<file path="src/rtl/core_control_fsm_pkg.sv">
// Shared definitions for the RV32I multi-cycle control sequencer:
// state encoding, opcode constants, write-back and next-PC select encodings,
// and the legal-opcode check used at DECODE.
package core_control_fsm_pkg;

  typedef enum logic [2:0] {
    FETCH      = 3'd0,
    FETCH_WAIT = 3'd1,
    DECODE     = 3'd2,
    EXECUTE    = 3'd3,
    MEM        = 3'd4,
    MEM_WAIT   = 3'd5,
    WRITE_BACK = 3'd6,
    TRAP       = 3'd7
  } state_t;

  localparam logic [6:0] OP_LUI    = 7'b0110111;
  localparam logic [6:0] OP_AUIPC  = 7'b0010111;
  localparam logic [6:0] OP_JAL    = 7'b1101111;
  localparam logic [6:0] OP_JALR   = 7'b1100111;
  localparam logic [6:0] OP_BRANCH = 7'b1100011;
  localparam logic [6:0] OP_LOAD   = 7'b0000011;
  localparam logic [6:0] OP_STORE  = 7'b0100011;
  localparam logic [6:0] OP_IMM    = 7'b0010011;
  localparam logic [6:0] OP_REG    = 7'b0110011;
  localparam logic [6:0] OP_FENCE  = 7'b0001111;

  typedef enum logic [1:0] {
    WD_ALU = 2'd0,
    WD_MEM = 2'd1,
    WD_PC4 = 2'd2,
    WD_IMM = 2'd3
  } wd_sel_t;

  typedef enum logic [1:0] {
    PC_PLUS4  = 2'd0,
    PC_JAL    = 2'd1,
    PC_JALR   = 2'd2,
    PC_BRANCH = 2'd3
  } pc_sel_t;

  // SYSTEM (ecall/ebreak/csr) is deliberately absent: it traps.
  function automatic logic is_legal_opcode(input logic [6:0] op);
    case (op)
      OP_LUI, OP_AUIPC, OP_JAL, OP_JALR, OP_BRANCH,
      OP_LOAD, OP_STORE, OP_IMM, OP_REG, OP_FENCE: return 1'b1;
      default:                                      return 1'b0;
    endcase
  endfunction

endpackage

</file>
<file path="src/rtl/core_control_fsm_if.sv">
// Control bundle between the sequencer and the datapath.
// Datapath -> sequencer: run, opcode, funct3, branch_taken.
// Sequencer -> datapath: fetch/IR strobes, RF read/write, ALU latch,
// data-memory strobes and size, write-back/next-PC selects, illegal flag,
// retired-instruction count.
interface core_control_fsm_if #(
  parameter int unsigned RETIRE_W = 32
);
  logic                run;
  logic [6:0]          opcode;
  logic [2:0]          funct3;
  logic                branch_taken;
  logic                imem_en;
  logic                ir_load;
  logic                rf_rd_en;
  logic                alu_en;
  logic                dmem_addr_load;
  logic                dmem_wren;
  logic [2:0]          dmem_funct3;
  logic                rf_wren;
  logic [1:0]          rf_wd_sel;
  logic                pc_load;
  logic [1:0]          pc_sel;
  logic                illegal_instr;
  logic [RETIRE_W-1:0] retired_count;

  modport master (
    input  run, opcode, funct3, branch_taken,
    output imem_en, ir_load, rf_rd_en, alu_en, dmem_addr_load, dmem_wren,
           dmem_funct3, rf_wren, rf_wd_sel, pc_load, pc_sel, illegal_instr,
           retired_count
  );

  modport slave (
    output run, opcode, funct3, branch_taken,
    input  imem_en, ir_load, rf_rd_en, alu_en, dmem_addr_load, dmem_wren,
           dmem_funct3, rf_wren, rf_wd_sel, pc_load, pc_sel, illegal_instr,
           retired_count
  );
endinterface

</file>
<file path="src/rtl/core_control_fsm_mem_wait_counter.sv">
// Loadable down-counter shared by the instruction-fetch and data-load waits.
// Ports: clk, reset (async, active-high), load/load_val (preset),
// done (count has reached zero). Counts down to zero and stays there.
module mem_wait_counter #(
  parameter int unsigned WIDTH = 2
) (
  input  logic             clk,
  input  logic             reset,
  input  logic             load,
  input  logic [WIDTH-1:0] load_val,
  output logic             done
);
  logic [WIDTH-1:0] cnt;

  always_ff @(posedge clk or posedge reset) begin
    if (reset)            cnt <= '0;
    else if (load)        cnt <= load_val;
    else if (cnt != '0)   cnt <= cnt - 1'b1;
  end

  assign done = (cnt == '0);
endmodule

</file>
<file path="src/rtl/core_control_fsm.sv">
// Multi-cycle RV32I control sequencer: FETCH, FETCH_WAIT, DECODE, EXECUTE,
// MEM, MEM_WAIT, WRITE_BACK, plus a TRAP state left only through reset.
// Ports: clk, reset (async, active-high), bus (control bundle, master side).
// MEM_LATENCY (1..4) sets the length of both wait states.
// Strobes are decoded from the current state and the latched opcode/funct3/
// branch result; all of them are 0 while reset is high.
module core_control_fsm
  import core_control_fsm_pkg::*;
#(
  parameter int unsigned MEM_LATENCY = 1,
  parameter int unsigned RETIRE_W    = 32
) (
  input  logic               clk,
  input  logic               reset,
  core_control_fsm_if.master bus
);
  localparam int unsigned     CNT_W     = 2;
  localparam logic [CNT_W-1:0] WAIT_INIT = CNT_W'(MEM_LATENCY - 1);

  state_t              state;
  logic [6:0]          op_q;
  logic [2:0]          f3_q;
  logic                taken_q;
  logic                illegal_q;
  logic [RETIRE_W-1:0] retired_q;
  logic                cnt_load;
  logic                cnt_done;

  assign cnt_load = ((state == FETCH) && bus.run) ||
                    ((state == MEM) && (op_q == OP_LOAD));

  mem_wait_counter #(.WIDTH(CNT_W)) u_wait (
    .clk      (clk),
    .reset    (reset),
    .load     (cnt_load),
    .load_val (WAIT_INIT),
    .done     (cnt_done)
  );

  always_ff @(posedge clk or posedge reset) begin
    if (reset) begin
      state     <= FETCH;
      op_q      <= '0;
      f3_q      <= '0;
      taken_q   <= 1'b0;
      illegal_q <= 1'b0;
      retired_q <= '0;
    end else begin
      case (state)
        FETCH:      if (bus.run) state <= FETCH_WAIT;
        FETCH_WAIT: if (cnt_done) state <= DECODE;
        DECODE: begin
          op_q <= bus.opcode;
          f3_q <= bus.funct3;
          if (is_legal_opcode(bus.opcode)) begin
            state <= EXECUTE;
          end else begin
            state     <= TRAP;
            illegal_q <= 1'b1;
          end
        end
        EXECUTE: begin
          taken_q <= (op_q == OP_BRANCH) && bus.branch_taken;
          state   <= ((op_q == OP_LOAD) || (op_q == OP_STORE)) ? MEM : WRITE_BACK;
        end
        MEM:        state <= (op_q == OP_LOAD) ? MEM_WAIT : WRITE_BACK;
        MEM_WAIT:   if (cnt_done) state <= WRITE_BACK;
        WRITE_BACK: begin
          retired_q <= retired_q + 1'b1;
          state     <= FETCH;
        end
        TRAP:       state <= TRAP;
        default:    state <= FETCH;
      endcase
    end
  end

  logic       imem_en_c, ir_load_c, rf_rd_en_c, alu_en_c;
  logic       dmem_addr_load_c, dmem_wren_c, rf_wren_c, pc_load_c;
  logic [2:0] dmem_funct3_c;
  wd_sel_t    rf_wd_sel_c;
  pc_sel_t    pc_sel_c;

  always_comb begin
    imem_en_c        = 1'b0;
    ir_load_c        = 1'b0;
    rf_rd_en_c       = 1'b0;
    alu_en_c         = 1'b0;
    dmem_addr_load_c = 1'b0;
    dmem_wren_c      = 1'b0;
    dmem_funct3_c    = '0;
    rf_wren_c        = 1'b0;
    rf_wd_sel_c      = WD_ALU;
    pc_load_c        = 1'b0;
    pc_sel_c         = PC_PLUS4;
    case (state)
      // run is combinational here, so reset must gate it explicitly.
      FETCH:      imem_en_c  = bus.run & ~reset;
      FETCH_WAIT: ir_load_c  = cnt_done;
      DECODE:     rf_rd_en_c = 1'b1;
      EXECUTE:    alu_en_c   = 1'b1;
      MEM: begin
        dmem_addr_load_c = 1'b1;
        dmem_wren_c      = (op_q == OP_STORE);
        dmem_funct3_c    = f3_q;
      end
      MEM_WAIT:   dmem_funct3_c = f3_q;
      WRITE_BACK: begin
        pc_load_c = 1'b1;
        rf_wren_c = !((op_q == OP_STORE) || (op_q == OP_BRANCH) || (op_q == OP_FENCE));
        case (op_q)
          OP_LOAD:          rf_wd_sel_c = WD_MEM;
          OP_JAL, OP_JALR:  rf_wd_sel_c = WD_PC4;
          OP_LUI:           rf_wd_sel_c = WD_IMM;
          default:          rf_wd_sel_c = WD_ALU;
        endcase
        case (op_q)
          OP_JAL:    pc_sel_c = PC_JAL;
          OP_JALR:   pc_sel_c = PC_JALR;
          OP_BRANCH: pc_sel_c = taken_q ? PC_BRANCH : PC_PLUS4;
          default:   pc_sel_c = PC_PLUS4;
        endcase
      end
      default: ;
    endcase
  end

  assign bus.imem_en        = imem_en_c;
  assign bus.ir_load        = ir_load_c;
  assign bus.rf_rd_en       = rf_rd_en_c;
  assign bus.alu_en         = alu_en_c;
  assign bus.dmem_addr_load = dmem_addr_load_c;
  assign bus.dmem_wren      = dmem_wren_c;
  assign bus.dmem_funct3    = dmem_funct3_c;
  assign bus.rf_wren        = rf_wren_c;
  assign bus.rf_wd_sel      = rf_wd_sel_c;
  assign bus.pc_load        = pc_load_c;
  assign bus.pc_sel         = pc_sel_c;
  assign bus.illegal_instr  = illegal_q;
  assign bus.retired_count  = retired_q;
endmodule

</file>
<file path="src/flat_wrapper.sv">
// flat-port wrapper written by rule: the top's interface ports become plain ports
module core_control_fsm_flat import core_control_fsm_pkg::*;
#(
  parameter int unsigned MEM_LATENCY = 1,
  parameter int unsigned RETIRE_W    = 32
)
  (clk, reset, bus_run, bus_opcode, bus_funct3, bus_branch_taken, bus_imem_en, bus_ir_load, bus_rf_rd_en, bus_alu_en, bus_dmem_addr_load, bus_dmem_wren, bus_dmem_funct3, bus_rf_wren, bus_rf_wd_sel, bus_pc_load, bus_pc_sel, bus_illegal_instr, bus_retired_count);
  core_control_fsm_if #(.RETIRE_W(RETIRE_W)) bus_i ();
  input  logic clk;
  input  logic reset;
  input wire logic [$bits(bus_i.run)-1:0] bus_run;
  input wire logic [$bits(bus_i.opcode)-1:0] bus_opcode;
  input wire logic [$bits(bus_i.funct3)-1:0] bus_funct3;
  input wire logic [$bits(bus_i.branch_taken)-1:0] bus_branch_taken;
  output wire logic [$bits(bus_i.imem_en)-1:0] bus_imem_en;
  output wire logic [$bits(bus_i.ir_load)-1:0] bus_ir_load;
  output wire logic [$bits(bus_i.rf_rd_en)-1:0] bus_rf_rd_en;
  output wire logic [$bits(bus_i.alu_en)-1:0] bus_alu_en;
  output wire logic [$bits(bus_i.dmem_addr_load)-1:0] bus_dmem_addr_load;
  output wire logic [$bits(bus_i.dmem_wren)-1:0] bus_dmem_wren;
  output wire logic [$bits(bus_i.dmem_funct3)-1:0] bus_dmem_funct3;
  output wire logic [$bits(bus_i.rf_wren)-1:0] bus_rf_wren;
  output wire logic [$bits(bus_i.rf_wd_sel)-1:0] bus_rf_wd_sel;
  output wire logic [$bits(bus_i.pc_load)-1:0] bus_pc_load;
  output wire logic [$bits(bus_i.pc_sel)-1:0] bus_pc_sel;
  output wire logic [$bits(bus_i.illegal_instr)-1:0] bus_illegal_instr;
  output wire logic [$bits(bus_i.retired_count)-1:0] bus_retired_count;
  assign bus_i.run = bus_run;
  assign bus_i.opcode = bus_opcode;
  assign bus_i.funct3 = bus_funct3;
  assign bus_i.branch_taken = bus_branch_taken;
  assign bus_imem_en = bus_i.imem_en;
  assign bus_ir_load = bus_i.ir_load;
  assign bus_rf_rd_en = bus_i.rf_rd_en;
  assign bus_alu_en = bus_i.alu_en;
  assign bus_dmem_addr_load = bus_i.dmem_addr_load;
  assign bus_dmem_wren = bus_i.dmem_wren;
  assign bus_dmem_funct3 = bus_i.dmem_funct3;
  assign bus_rf_wren = bus_i.rf_wren;
  assign bus_rf_wd_sel = bus_i.rf_wd_sel;
  assign bus_pc_load = bus_i.pc_load;
  assign bus_pc_sel = bus_i.pc_sel;
  assign bus_illegal_instr = bus_i.illegal_instr;
  assign bus_retired_count = bus_i.retired_count;
  core_control_fsm #(.MEM_LATENCY(MEM_LATENCY), .RETIRE_W(RETIRE_W)) u_core (.clk(clk), .reset(reset), .bus(bus_i));
endmodule
</file>
<file path="config.mk">
export PLATFORM = sky130hd
export DESIGN_NAME = core_control_fsm_flat
export DESIGN_NICKNAME = d
export VERILOG_FILES = /design/src/rtl/core_control_fsm_pkg.sv /design/src/rtl/core_control_fsm_if.sv /design/src/rtl/core_control_fsm_mem_wait_counter.sv /design/src/rtl/core_control_fsm.sv /design/src/flat_wrapper.sv
export SDC_FILE = /design/constraint.sdc
export NUM_CORES = 1
export LEC_CHECK = 0
export BUFFER_PORTS_ARGS = -buffer_cell sky130_fd_sc_hd__buf_4
export CORE_UTILIZATION = 47
export DETAILED_ROUTE_END_ITERATION = 16
export HOLD_SLACK_MARGIN = 0.05
export PLACE_DENSITY = 0.79
export SLEW_MARGIN = 10
export SYNTH_ARGS = -nofsm -noshare
export SYNTH_HDL_FRONTEND = slang
export SYNTH_SLANG_ARGS = --single-unit
</file>
<file path="constraint.sdc">
create_clock -name clk -period 2 [get_ports clk]
set_input_delay 0.3 -clock clk [delete_from_list [all_inputs] [get_ports clk]]
set_output_delay 0.3 -clock clk [all_outputs]
set_load 0.02 [all_outputs]
</file>
# After elaboration in Yosys (flattened, before gate mapping)
# Cells that the tools add are included.
dict set report totals {
  latchBits 0
  mem_count 0
  reg_bits 49
  rom_bits 0
  wordCells 81
  ram_bits 0
  output_inout_bits 48
  input_bits 14
}
dict set report op_classes {
  add_sub_neg 2
  reduce_logical 17
  eq_ne 27
  order_cmp 0
  multipliers 0
  div_mod_pow 0
  n_shift 0
  n_mux 25
  n_bitwise 3
}
# op n
set ops {}
lappend ops {{7-bit equality test (second input constant)} 6}
lappend ops {{7-bit by 6-bit equality test with 1-bit output (second input constant)} 5}
lappend ops {{32-bit by 1-bit adder with 32-bit output (second input constant)} 1}
lappend ops {{3-bit one-hot mux with 8 select lines} 1}
lappend ops {{3-bit 2-to-1 mux} 5}
lappend ops {{7-bit by 2-bit equality test with 1-bit output (second input constant)} 2}
lappend ops {{7-bit by 4-bit equality test with 1-bit output (second input constant)} 2}
lappend ops {{7-bit by 5-bit equality test with 1-bit output (second input constant)} 2}
lappend ops {{2-bit 2-to-1 mux} 7}
lappend ops {{3-bit equality test (second input constant)} 4}
lappend ops {{2-bit one-hot mux with 3 select lines} 2}
lappend ops {{1-bit 2-to-1 mux} 10}
lappend ops {{10-bit OR reduction} 1}
lappend ops {{3-bit by 2-bit equality test with 1-bit output (second input constant)} 2}
lappend ops {{1-bit logical OR} 4}
lappend ops {{2-bit by 1-bit != test with 1-bit output (second input constant)} 2}
lappend ops {{2-bit nonzero test} 2}
lappend ops {{2-bit OR reduction} 2}
lappend ops {{3-bit by 1-bit equality test with 1-bit output (second input constant)} 1}
lappend ops {{1-bit logical AND} 3}
lappend ops {{3-bit logical NOT} 1}
lappend ops {{3-bit AND reduction} 1}
lappend ops {{2-bit logical NOT} 1}
lappend ops {{2-bit != test (second input constant)} 1}
lappend ops {{5 further kinds} 6}

# Depth between registers and ports, before layout
dict set report depth {
  depth_word 6
  mapped_depth 8
  mapped_depth_nobuf 6
}

# By module
# From an unflattened synthesis, not the netlist that was laid out.
dict set report hier_totals {
  hier_cells 240
  hier_area_um2 2537.4
}
# mod cells_each seq_area_each_um2 area_per_inst_um2 instances
set by_module_without_submodules {}
lappend by_module_without_submodules {core_control_fsm 227 1176.1 2409.8 1}
lappend by_module_without_submodules {mem_wait_counter 13 50.0 127.6 1}

# Least setup slack after synthesis
# Ideal clock, no wire load.
dict set report synth_timing {
  path_type {register to register}
  start {register u_core.retired_q[7], in the netlist u_core.bus.retired_count[7]}
  end {register u_core.retired_q[31], in the netlist u_core.bus.retired_count[31]}
  setup_ns 0.128
  synth_period_minus_slack_ns 2.049
  t_arrival_ns 1.921
  required_ns 1.872
  n_path_buf 0
  path_stages_with_launch 6
  path_slack_ns -0.049
  path_cell_list {dfrtp_1 > nand4_1 > or4_4 > nor4b_4 > nand4_1 > xnor2_1}
}
dict set report synth_via {
  elab_chain_len 1
}
# item line
set synth_lines {}
lappend synth_lines {{start: declaration} core_control_fsm.sv:25} ;# logic [RETIRE_W-1:0] retired_q;
lappend synth_lines {{start signal: assignment} core_control_fsm.sv:69} ;# retired_q <= retired_q + 1'b1;
lappend synth_lines {{32-bit by 1-bit adder with 32-bit output} core_control_fsm.sv:69}
# Every way passes these cells.
# A chain may end at the register's enable or synchronous reset.

# Worst setup path after layout
dict set report layout_timing {
  start {register u_core.state[0]}
  end {output bus_rf_wd_sel[0]}
}
dict set report layout_via {
  elab_chain_len 2
}
# item line
set layout_lines {}
lappend layout_lines {{start: declaration} core_control_fsm.sv:20} ;# state_t state;
lappend layout_lines {{start signal: assignment} core_control_fsm.sv:64} ;# state <= ((op_q == OP_LOAD) || (op_q == OP_STORE)) ? MEM : WRITE_BACK;
lappend layout_lines {{start signal: assignment} core_control_fsm.sv:66} ;# MEM: state <= (op_q == OP_LOAD) ? MEM_WAIT : WRITE_BACK;
lappend layout_lines {{3-bit equality test} core_control_fsm.sv:96} ;# case (state)
lappend layout_lines {{2-bit 2-to-1 mux} core_control_fsm.sv:96}
lappend layout_lines {{end: declaration} flat_wrapper.sv:23} ;# output wire logic [$bits(bus_i.rf_wd_sel)-1:0] bus_rf_wd_sel;
# Every way passes these cells.

==> reports/metrics.json <==
{
  "timing": {
    "maxClockFrequency_mhz": 507.1,
    "finClkSkew_ns": 0.006134,
    "fin_hold_viols": 0,
    "post-route-min-period_ns": 1.972,
    "timing.final.max_slew_violations": 0,
    "grt_setup_unrepaired": "true",
    "fin_crit_sh_pct": 98.59,
    "sum_neg_setup_slack_ns": 0,
    "slew_headroom_pct": 66.81,
    "worst_max_slew_pin_slew_ns": 0.4932,
    "timing.final.setup_violations": 0
  },
  "placed_design": {
    "weighted_congestion_reported_at_the_end_of_routability_driven_placement": 0.8974,
    "hpwl_um": 3800,
    "portBuffers": 61,
    "place.detailed.instances": 375
  },
  "synth": {
    "synth.cells.most_frequent": "sky130_fd_sc_hd__dfrtp_1, sky130_fd_sc_hd__nand2_1, sky130_fd_sc_hd__nor2_1",
    "synthTopCellsByArea": "sky130_fd_sc_hd__dfrtp_1, sky130_fd_sc_hd__xnor2_1, sky130_fd_sc_hd__xor2_1, sky130_fd_sc_hd__nand2_1, sky130_fd_sc_hd__mux2_2",
    "synth-edff-count": 0,
    "synthesis.area_per_instance_um2": 10.22,
    "synth_async_sr_flop_share_pct": 100.0,
    "ys_warn_count": 0,
    "synth_flop_cell": "sky130_fd_sc_hd__dfrtp_1",
    "post-synth-top-count-cell": "sky130_fd_sc_hd__dfrtp_1",
    "yosys.cell_types.count": 40,
    "netlist.area_leader.share_pct": 51.04,
    "synth-seq-area-share_pct": 51.04,
    "synth_area_um2": 2402,
    "post-synth-top-area-cell": "sky130_fd_sc_hd__dfrtp_1",
    "yosys_register_bits": 49,
    "syn-instance-count": 235,
    "syn-num-nets": 251
  },
  "drt": {
    "totalWireLength_um": 5170,
    "vias": 1959,
    "viasPerCell": 5.049,
    "post-route-drc-count": 0,
    "first_iter_violations": 128,
    "first_pass_iters": 4,
    "antenna_violation_net_count_after_detailed_routing": 0,
    "wl_cell_um": 13.32
  },
  "critical_path": {
    "biggest_fanout_along_the_worst_timing_path": 2,
    "critical_path.endpoint_type": "output port",
    "crit_path_dat_ns": 1.67,
    "timing.setup.critical_path_class": "reg2out",
    "worst_r2r_path_depth": 6,
    "worstSetupStartpointType": "flop",
    "r2r_start": "u_core.bus.retired_count[15]",
    "r2r_setup_slack_ns": 0.07,
    "worst_r2r_endpoint": "u_core.bus.retired_count[29]",
    "timing.critical_path.required_ns": 1.70
  },
  "global_route": {
    "grt_max_degree": 22,
    "grt.total_usage_pct": 21.26,
    "antenna_found_initial": 0,
    "grt_first_pass_wirelength_um": 8569,
    "grt_remaining_overflow": 0,
    "grt_pass1_vias": 1853
  },
  "cells_and_area": {
    "final_layout_size_suffix_gt1_share_pct": 38.63,
    "area_delta_synth_final_pct": 34.74,
    "final_net_count": 338,
    "antenna_cells_inserted": 0,
    "final_cell_count_no_fill": 388,
    "filler_cell_count": 408
  },
  "cts": {
    "clk_pin_slew_ns": 0.08,
    "htreeDepth": 2,
    "clock_tree_from_tritoncts": "done",
    "numCtsBuffers": 5,
    "clock_sink_count": 49,
    "clock_insertion_delay_worst_skew_ns": 0.30,
    "cts_buffer_depth": 2,
    "root_buffer": "sky130_fd_sc_hd__clkbuf_8"
  },
  "job": {
    "max-cap-violations": 0
  },
  "floorplanning": {
    "ioPinCount": 62,
    "design.die.area_um2": 5402,
    "die_width_um": 73.50,
    "initial_utilization_pct": 49.87,
    "floorplan.rows": 25,
    "die_height_um": 73.50,
    "design.core.area_um2": 4817
  },
  "hold_path": {
    "whs_endpoint": "u_core.f3_q[1]",
    "worstHoldPathCells": 2,
    "worst_hold_startpoint": "bus_funct3[1]",
    "holdCritPathClass": "in2reg"
  },
  "pwr": {
    "cellPowerDensity_nw_per_um2": 1005,
    "power_leakage_nw": 1.582,
    "vdd.ir_drop.worst_mv": 0.7495
  },
  "run_status": {
    "outcome": "complete, no violations"
  }
}
[kinds of logic after synthesis]
group / count (synthesis) / synth area share (%)
muxes: 11 / 5.052
xor gates and xnor gates: 32 / 11.67
buffers and inverters: 15 / 2.812
AOI/OAI and AO/OA: 17 / 4.271
and+or+nand+nor: 109 / 24.11
DFF: 49 / 51.04
adders and majority gates: 2 / 1.042
[registers in the layout, summed over array words and instances (netlist names)]
signal                    cells
u_core.bus.illegal_instr      1
u_core.u_wait.cnt             2
u_core.op_q                   7
u_core.f3_q                   3
u_core.state                  3
u_core.taken_q                1
u_core.bus.retired_count     32
[worst max path at each step]
stage	slack, ns	depth (start not counted)	end	start
after floorplan	0.01	6	u_core.bus.retired_count[31]	u_core.bus.retired_count[0]
after global placement	0.04	5	u_core.bus.retired_count[31]	u_core.state[0]
after detailed placement	0.006	5	u_core.bus.retired_count[31]	u_core.state[0]
after CTS	0.02	5	bus_pc_sel[1]	u_core.state[0]
after global routing	-0.02	5	u_core.bus.retired_count[25]	u_core.bus.retired_count[15]
final	0.03	5	bus_rf_wd_sel[0]	u_core.state[0]
[metrics by stage]
stage	cell area, µm²	total power [W]	hold slack (ns)	util (%)	worst slack, ns
after floorplan	2410	0.002162	0.4471	-	0.01200
after global placement	3057	0.002612	0.2701	63.45	0.03742
after detailed placement	3057	0.002648	0.2732	63.45	0.005849
after CTS	3176	0.003253	0.2230	65.92	0.02165
after global routing	3237	0.003458	0.2252	67.19	-0.02351
final	3237	0.003253	0.2307	67.19	0.02810
[cell usage in the layout, fill, tap and decap left out, types with 2 or more instances in the layout]
| cell | n |
|---|---|
| sky130_fd_sc_hd__o21ai_0 | 5 |
| sky130_fd_sc_hd__dfrtp_2 | 6 |
| sky130_fd_sc_hd__mux2_2 | 9 |
| sky130_fd_sc_hd__or4_4 | 3 |
| sky130_fd_sc_hd__dfrtp_1 | 43 |
| sky130_fd_sc_hd__nor4_2 | 3 |
| sky130_fd_sc_hd__nor2b_1 | 3 |
| sky130_fd_sc_hd__and3_1 | 5 |
| sky130_fd_sc_hd__a21oi_1 | 5 |
| sky130_fd_sc_hd__nor2_1 | 25 |
| sky130_fd_sc_hd__nand4_1 | 7 |
| sky130_fd_sc_hd__xnor2_1 | 18 |
| sky130_fd_sc_hd__nand3_1 | 11 |
| sky130_fd_sc_hd__or2_2 | 2 |
| sky130_fd_sc_hd__ha_1 | 2 |
| sky130_fd_sc_hd__nand2_1 | 29 |
| sky130_fd_sc_hd__clkbuf_8 | 5 |
| sky130_fd_sc_hd__buf_4 | 85 |
| sky130_fd_sc_hd__and2_1 | 3 |
| sky130_fd_sc_hd__nor4_1 | 2 |
| sky130_fd_sc_hd__xor2_1 | 14 |
| sky130_fd_sc_hd__nand2b_1 | 3 |
| sky130_fd_sc_hd__inv_1 | 7 |
| sky130_fd_sc_hd__a211oi_1 | 2 |
| sky130_fd_sc_hd__mux2i_1 | 2 |
[area by class of cell]
cell class                      count  area [µm²]  share of cell area [%]
Sequential cell                    49        1234                   38.11
Multi-Input combinational cell    171        1156                   35.72
Timing Repair Buffer               87       659.4                   20.37
Tap cell                           67       83.83                   2.590
Clock buffer                        5       68.82                   2.126
Inverter                            8       30.03                  0.9277
Clock inverter                      1       5.005                  0.1546
[critical path: stages (launching register included)]
cell and delay [ns]:
sky130_fd_sc_hd__dfrtp_1 0.38, sky130_fd_sc_hd__nand3b_4 0.16, sky130_fd_sc_hd__buf_6 0.12, sky130_fd_sc_hd__or4_4 0.41, sky130_fd_sc_hd__a21oi_2 0.14, sky130_fd_sc_hd__buf_4 0.16
[routing by layer]
layer	wire [µm]	GRT usage (%)	up-vias
met5	0	0	-
met4	71	7.692	0
met3	281	4.938	5
met2	2491	35.07	64
met1	2326	27.27	917
li1	-	-	973
[where the power goes]
| part | internal (W) | switching, W |
|---|---|---|
| Sequential | 0.00118 | 0.000187 |
| Clock | 0.000231 | 0.000303 |
| Combinational | 0.000650 | 0.000702 |
[repair_timing]
action	in CTS	in global routing
resized for setup	4	6
pin swaps	1	6
setup buffers	2	4
gates cloned	0	0
endpoints found under the hold margin	11	0
hold buffers	1	0
endpoints found under the setup margin	3	8
Note: power is estimated with default switching activity, not from simulation.
